<file path="src/rtl/disp_scan_ctrl_pkg.sv">
// disp_scan_ctrl_pkg: segment codes, conversion FSM states and digit decode for the display scanner
package disp_scan_ctrl_pkg;
   localparam int DIG_N = 4;
   localparam logic [7:0] SEG_0   = 8'hC0;
   localparam logic [7:0] SEG_1   = 8'hF9;
   localparam logic [7:0] SEG_2   = 8'hA4;
   localparam logic [7:0] SEG_3   = 8'hB0;
   localparam logic [7:0] SEG_4   = 8'h99;
   localparam logic [7:0] SEG_5   = 8'h92;
   localparam logic [7:0] SEG_6   = 8'h82;
   localparam logic [7:0] SEG_7   = 8'hF8;
   localparam logic [7:0] SEG_8   = 8'h80;
   localparam logic [7:0] SEG_9   = 8'h90;
   localparam logic [7:0] SEG_OFF = 8'hFF;
   typedef enum logic [1:0] {IDLE, LOAD, SHIFT, COMMIT} state_t;
   function automatic logic [7:0] seg_decode(input logic [3:0] d);
      case (d)
         4'd0: return SEG_0;
         4'd1: return SEG_1;
         4'd2: return SEG_2;
         4'd3: return SEG_3;
         4'd4: return SEG_4;
         4'd5: return SEG_5;
         4'd6: return SEG_6;
         4'd7: return SEG_7;
         4'd8: return SEG_8;
         4'd9: return SEG_9;
         default: return SEG_OFF;
      endcase
   endfunction
endpackage

</file>
<file path="src/rtl/disp_scan_ctrl_bin2bcd_seq.sv">
// bin2bcd_seq: 10-bit binary to 4-digit BCD, one shift-add-3 step per cycle; done marks the last step
module bin2bcd_seq (
   input  logic        clkm,
   input  logic        rst_n,
   input  logic        start,
   input  logic [9:0]  bin,
   output logic        done,
   output logic [15:0] bcd
);
   logic [25:0] sr_q, sr_d, ad;
   logic [3:0]  cnt_q, cnt_d;
   logic        run_q, run_d;
   always_comb begin
      ad = sr_q;
      for (int i = 0; i < 4; i++)
         ad[10+4*i +: 4] = sr_q[10+4*i +: 4] >= 4'd5 ? sr_q[10+4*i +: 4] + 4'd3 : sr_q[10+4*i +: 4];
      sr_d  = start ? {16'b0, bin} : run_q ? ad << 1 : sr_q;
      cnt_d = start ? 4'd0 : run_q ? cnt_q + 4'd1 : cnt_q;
      run_d = start || (run_q && cnt_q != 4'd9);
   end
   always_ff @(posedge clkm or negedge rst_n) begin
      if (!rst_n) begin
         sr_q  <= '0;
         cnt_q <= '0;
         run_q <= 1'b0;
      end else begin
         sr_q  <= sr_d;
         cnt_q <= cnt_d;
         run_q <= run_d;
      end
   end
   assign done = run_q && cnt_q == 4'd9;
   assign bcd  = sr_q[25:10];
endmodule

</file>
<file path="src/rtl/disp_scan_ctrl.sv">
// disp_scan_ctrl: converts datodis to BCD on change and scans 4 digits; DISP_LZB_EN adds leading-zero blanking
module disp_scan_ctrl
   import disp_scan_ctrl_pkg::*;
#(
   parameter int SCAN_DIV = 50000,
   parameter int SCAN_W   = 16
) (
   input  logic       clkm,
   input  logic       rst_n,
   input  logic [9:0] datodis,
   output logic [3:0] an,
   output logic [7:0] seg,
   output logic       busy,
   output logic       upd
);
   state_t             state_q, state_d;
   logic [9:0]         snap_q, snap_d;
   logic [4*DIG_N-1:0] dig_q, dig_d;
   logic [SCAN_W-1:0]  pre_q, pre_d;
   logic [1:0]         idx_q, idx_d;
   logic               valid_q, valid_d, upd_q, upd_d, busy_q, busy_d, ghost_q, ghost_d;
   logic               tick, start, done, blank;
   logic [15:0]        bcd;
   logic [3:0]         cur;
   assign start = state_q == LOAD;
   bin2bcd_seq u_bcd (.clkm(clkm), .rst_n(rst_n), .start(start), .bin(datodis), .done(done), .bcd(bcd));
   always_comb begin
      state_d = state_q == IDLE  ? ((!valid_q || datodis != snap_q) ? LOAD : IDLE) :
                state_q == LOAD  ? SHIFT :
                state_q == SHIFT ? (done ? COMMIT : SHIFT) : IDLE;
      snap_d  = start ? datodis : snap_q;
      dig_d   = state_q == COMMIT ? bcd : dig_q;
      valid_d = valid_q || state_q == COMMIT;
      upd_d   = state_d == COMMIT;
      busy_d  = state_d == LOAD || state_d == SHIFT;
      tick    = pre_q == SCAN_W'(SCAN_DIV - 1);
      pre_d   = tick ? '0 : pre_q + 1'b1;
      idx_d   = idx_q + {1'b0, tick};
      ghost_d = tick;
   end
   // ghost starts set so the display stays dark while in reset
   always_ff @(posedge clkm or negedge rst_n) begin
      if (!rst_n) begin
         state_q <= IDLE;
         snap_q  <= '0;
         dig_q   <= '0;
         valid_q <= 1'b0;
         upd_q   <= 1'b0;
         busy_q  <= 1'b0;
         pre_q   <= '0;
         idx_q   <= '0;
         ghost_q <= 1'b1;
      end else begin
         state_q <= state_d;
         snap_q  <= snap_d;
         dig_q   <= dig_d;
         valid_q <= valid_d;
         upd_q   <= upd_d;
         busy_q  <= busy_d;
         pre_q   <= pre_d;
         idx_q   <= idx_d;
         ghost_q <= ghost_d;
      end
   end
   assign cur = dig_q[4*idx_q +: 4];
`ifdef DISP_LZB_EN
   assign blank = (idx_q == 2'd3 && dig_q[15:12] == 4'd0) ||
                  (idx_q == 2'd2 && dig_q[15:8] == 8'd0) ||
                  (idx_q == 2'd1 && dig_q[15:4] == 12'd0);
`else
   assign blank = 1'b0;
`endif
   assign an   = ghost_q ? 4'hF : ~(4'b0001 << idx_q);
   assign seg  = (ghost_q || blank) ? SEG_OFF : seg_decode(cur);
   assign busy = busy_q;
   assign upd  = upd_q;
endmodule
</file>
<file path="config.mk">
export PLATFORM = sky130hd
export DESIGN_NAME = disp_scan_ctrl
export DESIGN_NICKNAME = d
export VERILOG_FILES = /design/src/rtl/disp_scan_ctrl_pkg.sv /design/src/rtl/disp_scan_ctrl_bin2bcd_seq.sv /design/src/rtl/disp_scan_ctrl.sv
export SDC_FILE = /design/constraint.sdc
export NUM_CORES = 1
export LEC_CHECK = 0
export CORE_MARGIN = 1.5
export CORE_UTILIZATION = 40
export CTS_BUF_LIST = sky130_fd_sc_hd__clkbuf_8
export CTS_CLUSTER_DIAMETER = 150
export DETAILED_ROUTE_END_ITERATION = 7
export SYNTH_ARGS = -nofsm -noshare
export SYNTH_HDL_FRONTEND = slang
export SYNTH_SLANG_ARGS = --single-unit
</file>
<file path="constraint.sdc">
create_clock -name clkm -period 5.4 [get_ports clkm]
set_clock_uncertainty 0.2 [all_clocks]
set_input_delay 0.81 -clock clkm [delete_from_list [all_inputs] [get_ports clkm]]
set_output_delay 0.81 -clock clkm [all_outputs]
set_load 0.03 [all_outputs]
</file>
Yosys cells after proc, flatten, opt, wreduce, memory -nomap -nowiden
Memories as Yosys holds them, arrays and structs flattened.
Index checks and enable logic that the tools add are counted.
{"block": "totals", "elab_cells": 62, "input_bits": 12, "mem_bits_ro": 112, "mem_count": 1, "out_inout_bits": 14, "ff_bits": 81}
{"block": "classes", "n_shift": 2, "n_lt_le_gt_ge": 4, "reduce_logical": 9, "n_bitwise": 1, "n_mux": 16, "n_addsub": 7, "eq_ne": 10}
{"name": "(no name shown)", "words": 16, "width": 7, "read_ports": 1, "rd_ports_with_merged_regs": 0, "wr": 0, "line_no": "disp_scan_ctrl_pkg.sv:17", "text": "case (d)"}
{"op": "$mux W26", "n": 2}
{"op": "$mux W4", "n": 6}
{"op": "$add A16 B1 Y16 const B", "n": 1}
{"op": "$eq A16 B16 Y1 const B", "n": 1}
{"op": "$ge A4 B3 Y1 const B", "n": 4}
{"op": "$mux W16", "n": 1}
{"op": "$shiftx A16 B5 Y4", "n": 1}
{"op": "$add A4 B2 Y4 const B", "n": 3}
{"op": "$ne A10 B10 Y1", "n": 1}
{"op": "$eq A2 B2 Y1 const B", "n": 4}
{"op": "$mux W8", "n": 1}
{"op": "$mux W2", "n": 3}
{"op": "$add A4 B1 Y4 const B", "n": 1}
{"op": "$eq A2 B1 Y1 const B", "n": 2}
{"op": "$eq A4 B4 Y1 const B", "n": 1}
{"op": "$logic_or A1 B1 Y1", "n": 4}
{"op": "$ne A4 B4 Y1 const B", "n": 1}
{"op": "$not A4 Y4", "n": 1}
{"op": "$shl A1 B2 Y4 const A", "n": 1}
{"op": "$add A3 B2 Y3 const B", "n": 1}
{"op": "$mux W3", "n": 1}
{"op": "$add A2 B1 Y2", "n": 1}
{"op": "$logic_and A1 B1 Y1", "n": 2}
{"op": "$logic_not A2 Y1", "n": 1}
{"op": "other kinds (3)", "n": 4}

Longest topological paths before layout
{"block": "logic_depth", "ltp_word": 8, "mapped_depth": 7, "depth_no_buf": 7}

Hierarchy
From an unflattened synthesis, not the netlist that was laid out.
{"block": "unflattened", "cells_unflattened": 391, "hier_area_um2": 4246.6}
{"module": "disp_scan_ctrl", "n_inst": 1, "seq_area_each_um2": 1252.5, "area_per_inst_um2": 2533.7, "cells_per_inst": 210}
{"module": "bin2bcd_seq", "n_inst": 1, "seq_area_each_um2": 775.7, "area_per_inst_um2": 1712.9, "cells_per_inst": 181}

Least setup slack after synthesis
Ideal clock, no wire load.
{"block": "synth_timing", "path_type": "register to output", "startpoint": "register idx_q[0]", "endpoint": "output seg[0]", "t_required_ns": 4.390, "arrival_ns": 2.141, "stages_incl_launch_ff": 8, "setup_slack_ns": 2.249, "n_path_buf": 1, "cell_sequence": "dfrtp_1 -> buf_6 -> mux4_2 -> inv_1 -> ha_1 -> and2b_2 -> a21oi_1 -> o21ai_0"}
{"block": "synth_via", "elab_chain_len": 3}
{"element": "start, declared", "line_no": "disp_scan_ctrl.sv:20", "text": "logic [1:0] idx_q, idx_d;"}
{"element": "start signal, assigned", "line_no": "disp_scan_ctrl.sv:61", "text": "idx_q <= idx_d;"}
{"element": "$shiftx A16 B5 Y4", "line_no": "disp_scan_ctrl.sv:65", "text": "assign cur = dig_q[4*idx_q +: 4];"}
{"element": "$mem_v2 Z16 W7"}
{"element": "$mux W8", "line_no": "disp_scan_ctrl.sv:74", "text": "assign seg = (ghost_q || blank) ? SEG_OFF : seg_decode(cur);"}
{"element": "end, declared", "line_no": "disp_scan_ctrl.sv:12", "text": "output logic [7:0] seg,"}
Every way passes these cells.

Worst setup path after layout
{"block": "layout_timing", "startpoint": "register idx_q[0]", "endpoint": "output seg[3]"}
The elaborated chain is that of the path after synthesis.

==> key figures <==
Route
  – Vias per Instance: about 5.0
  – Drc violations: 0
  – Vias: 2699
  – Final wirelength: 6.84 mm
  – Iteration-0 DRC Markers: 81
  – Detail Route Antenna Nets: 0
  – WL/cell: about 13 µm
  – DRT Pass-1 Iters: 4

Place
  – Buffers on Ports: 24
  – Final GP Congestion: just under 0.8
  – DP HPWL: 4.64 mm
  – Worst Setup Slack post-DPL: between 1500 and 2000 ps

Synthesis
  – Distinct cell type count of the synthesized netlist: 39
  – Yosys warning count: 0
  – Flop and latch count out of synthesis: 81
  – Number of synthesized flops with an enable pin: 0
  – Synth Net Count: about 420
  – Part of the Yosys area used for sequential elements: about half
  – Async SR Flop Fraction: between 90% and 100%
  – Yosys top cell area share: about 49%
  – Mapped Area: between 4000 and 5000 µm²
  – Post-Syn Instances: 388
  – Syn avg cell area: roughly 11 µm²
  – Synth area leaders: dfrtp_1 49%, ha_1 6.7%, xnor2_1 5.1%
  – Main synth FF type: dfrtp_1
  – Biggest area consumer among synthesized cells: dfrtp_1

Timing
  – Setup Total Neg Slack: 0 ps
  – Slack of the critical path: approximately 1500 ps
  – Pins over their slew limit: 0
  – Final hold vios: 0
  – Slew headroom: about 33%
  – Period utilisation layout: about 73%
  – RSZ-0062 raised after global routing: no
  – Endpoints failing setup: 0
  – Min cycle time layout: 3920 ps
  – Worst Max-Slew Pin Slew: ~1000 ps
  – Fmax: 255 MHz

Power
  – Worst vdd ir: roughly 0.00026 V
  – Leakage: 2.18 nW
  – Pwr Density: ~550 nW/µm²

Setup path
  – WP data arrival: a little under 3000 ps
  – Worst setup EP type: output pin
  – Setup Crit Path Kind: flip-flop to output pin
  – Data required, critical path: 4390 ps
  – Critical Path Max Stage Delay: approximately 690 ps
  – CP cell instances: mux4_1 -> inv_1 -> ha_1 -> nor2b_1 -> o21ai_1 -> nand2_1 -> clkdlybuf4s50_1
  – Crit-path max FO: 10
  – Worst Path Buf+Inv: 2
  – Top cell family by delay on the critical path: buffers and inverters
  – Worst R2R Setup Slack: 3260 ps
  – Crit start category: flip-flop
  – CP max-delay cell: mux4_1

Floorplan
  – Std cell rows: 36
  – Core Region: around 9900 µm²
  – Die height: 104 µm
  – Initial Util: between 40% and 50%
  – I/O pins: 26
  – Die width: approximately 100 µm
  – Die area: approximately 11000 µm²

Layout
  – # nets final: between 400 and 500
  – # diodes: 0
  – Layout cells sized above 1: 10.2%
  – Synth-to-Final Area Change: 12.9%

Job
  – Max-Cap Viols: 0

Global routing
  – Largest net degree at the start of global routing: approximately 80
  – GR Overflow Total: 0
  – Gr usage total: about an eighth
  – First-pass GRT wire length: around 12 mm
  – Vias in the first global route: about 2600
  – Initial antenna violation count: 0

Clock network
  – Setup Buffers After CTS: 0
  – Post_cts resized: 0
  – Clk pin slew, worst setup/hold paths: about 80 ps
  – Later-pin clock latency in the skew report: between 300 and 400 ps
  – Root buf cell: clkbuf_8
  – TritonCTS Sinks: ~80
  – CTS Buffer Depth: 2
  – Cts bufs inserted: 9
  – # hold bufs at CTS: 0
  – Htree depth: 3
  – TritonCTS clock tree: yes

Run status
  – Status: finished clean

Hold path
  – Hold Crit Class: flip-flop to flip-flop
[cell families after synthesis]
kind of cell / count (synthesis) / synth area share, %
adder cells (fa/ha/maj): 22 / 6.70
XOR/XNOR: 36 / 7.67
buffers and inverters: 43 / 4.47
other: 1 / 0.0912
AND/OR/NAND/NOR: 108 / 12.8
multiplexers: 40 / 11.3
AO/OA/AOI/OAI: 57 / 7.67
flip-flops: 81 / 49.3
[layout make-up]
cell class | instances | area, µm²
multi-input combinational | 264 | 1900
clock buffer | 9 | 124
fill | 902 | 5220
clock inverter | 7 | 81.3
sequential | 81 | 2030
tap | 133 | 166
inverter | 24 | 90.1
timing repair buffer | 26 | 253
[synthesized netlist by cell type, drive strengths merged, types with 3 or more instances]
master and number:
dfrtp 80, o21ai 33, nand2 32, nor2 29, inv 24, xnor2 24
ha 22, mux2i 19, mux2 18, a21oi 14, nand3 13, clkbuf 12
xor2 12, nand2b 11, buf 7, nand4 6, a21o 5, and3 4
o211ai 4, mux4 3
[path summary, 6_finish.rpt]
check	depth (start not counted)	to	start
max	7	seg[3]	idx_q[0]
min reg2reg	1	pre_q[0]	pre_q[0]
max reg2reg	5	busy	u_bcd.run_q
max in group asynchronous	1	u_bcd.sr_q[0]	rst_n
min	1	pre_q[0]	pre_q[0]
min in group asynchronous	1	snap_q[5]	rst_n
[layer usage]
layer,vias up,wire length [µm],part of all wire (%),GRT usage [%]
li1,1336,-,-,-
met4,0,43,0.63,5.06
met5,-,0,0,0
met2,42,3100,45,21.1
met3,7,218,3.2,2.88
met1,1314,3470,51,17.9
[layout by cell type, fill, tap and decap left out, types with 2 or more instances in the layout]
cell type        instances
clkbuf_8                 9
nand2_1                 32
mux4_2                   2
clkdlybuf4s50_1         23
buf_4                    3
o21ai_0                 31
nor3_1                   2
o21ai_1                  2
ha_1                    22
a21oi_1                 13
clkinv_2                 2
xnor2_1                 24
nand2b_1                11
inv_1                   27
nand3_1                 13
and3_1                   4
nor2_1                  28
o211ai_1                 4
nand4_1                  6
bufinv_16                2
nor2b_1                  2
dfrtp_1                 80
mux2i_1                 19
a21o_1                   5
mux2_2                  18
nor4_1                   2
and4_1                   2
xor2_1                  12
[flip-flops by register name, indices dropped and copies added, names as in the netlist, 2 cells and up]
signal / cells
snap_q: 10
u_bcd.cnt_q: 4
idx_q: 2
dig_q: 16
u_bcd.sr_q: 26
state_q: 2
pre_q: 16
[where the power goes]
part | switching, mW | total [mW] | internal [mW]
registers | 0.187 | 0.998 | 0.811
clock network | 0.207 | 0.461 | 0.254
logic | 0.555 | 1.07 | 0.516
[stage by stage]
stage / utilization [%] / hold WS (ps) / instance area [µm²] / total power [mW] / std cells
3_5_place_dp: 45.0 / 285 / 4440 / 2.10 / 528
3_3_place_gp: 45.0 / 257 / 4440 / 2.06 / 528
4_1_cts: 47.0 / 302 / 4640 / 2.56 / 544
6_report: 47.0 / 294 / 4640 / 2.53 / 544
2_1_floorplan: - / 239 / 4110 / 1.80 / 388
5_1_grt: 47.0 / 325 / 4640 / 2.73 / 544
No activity file was read; power rests on OpenSTA's default activity.
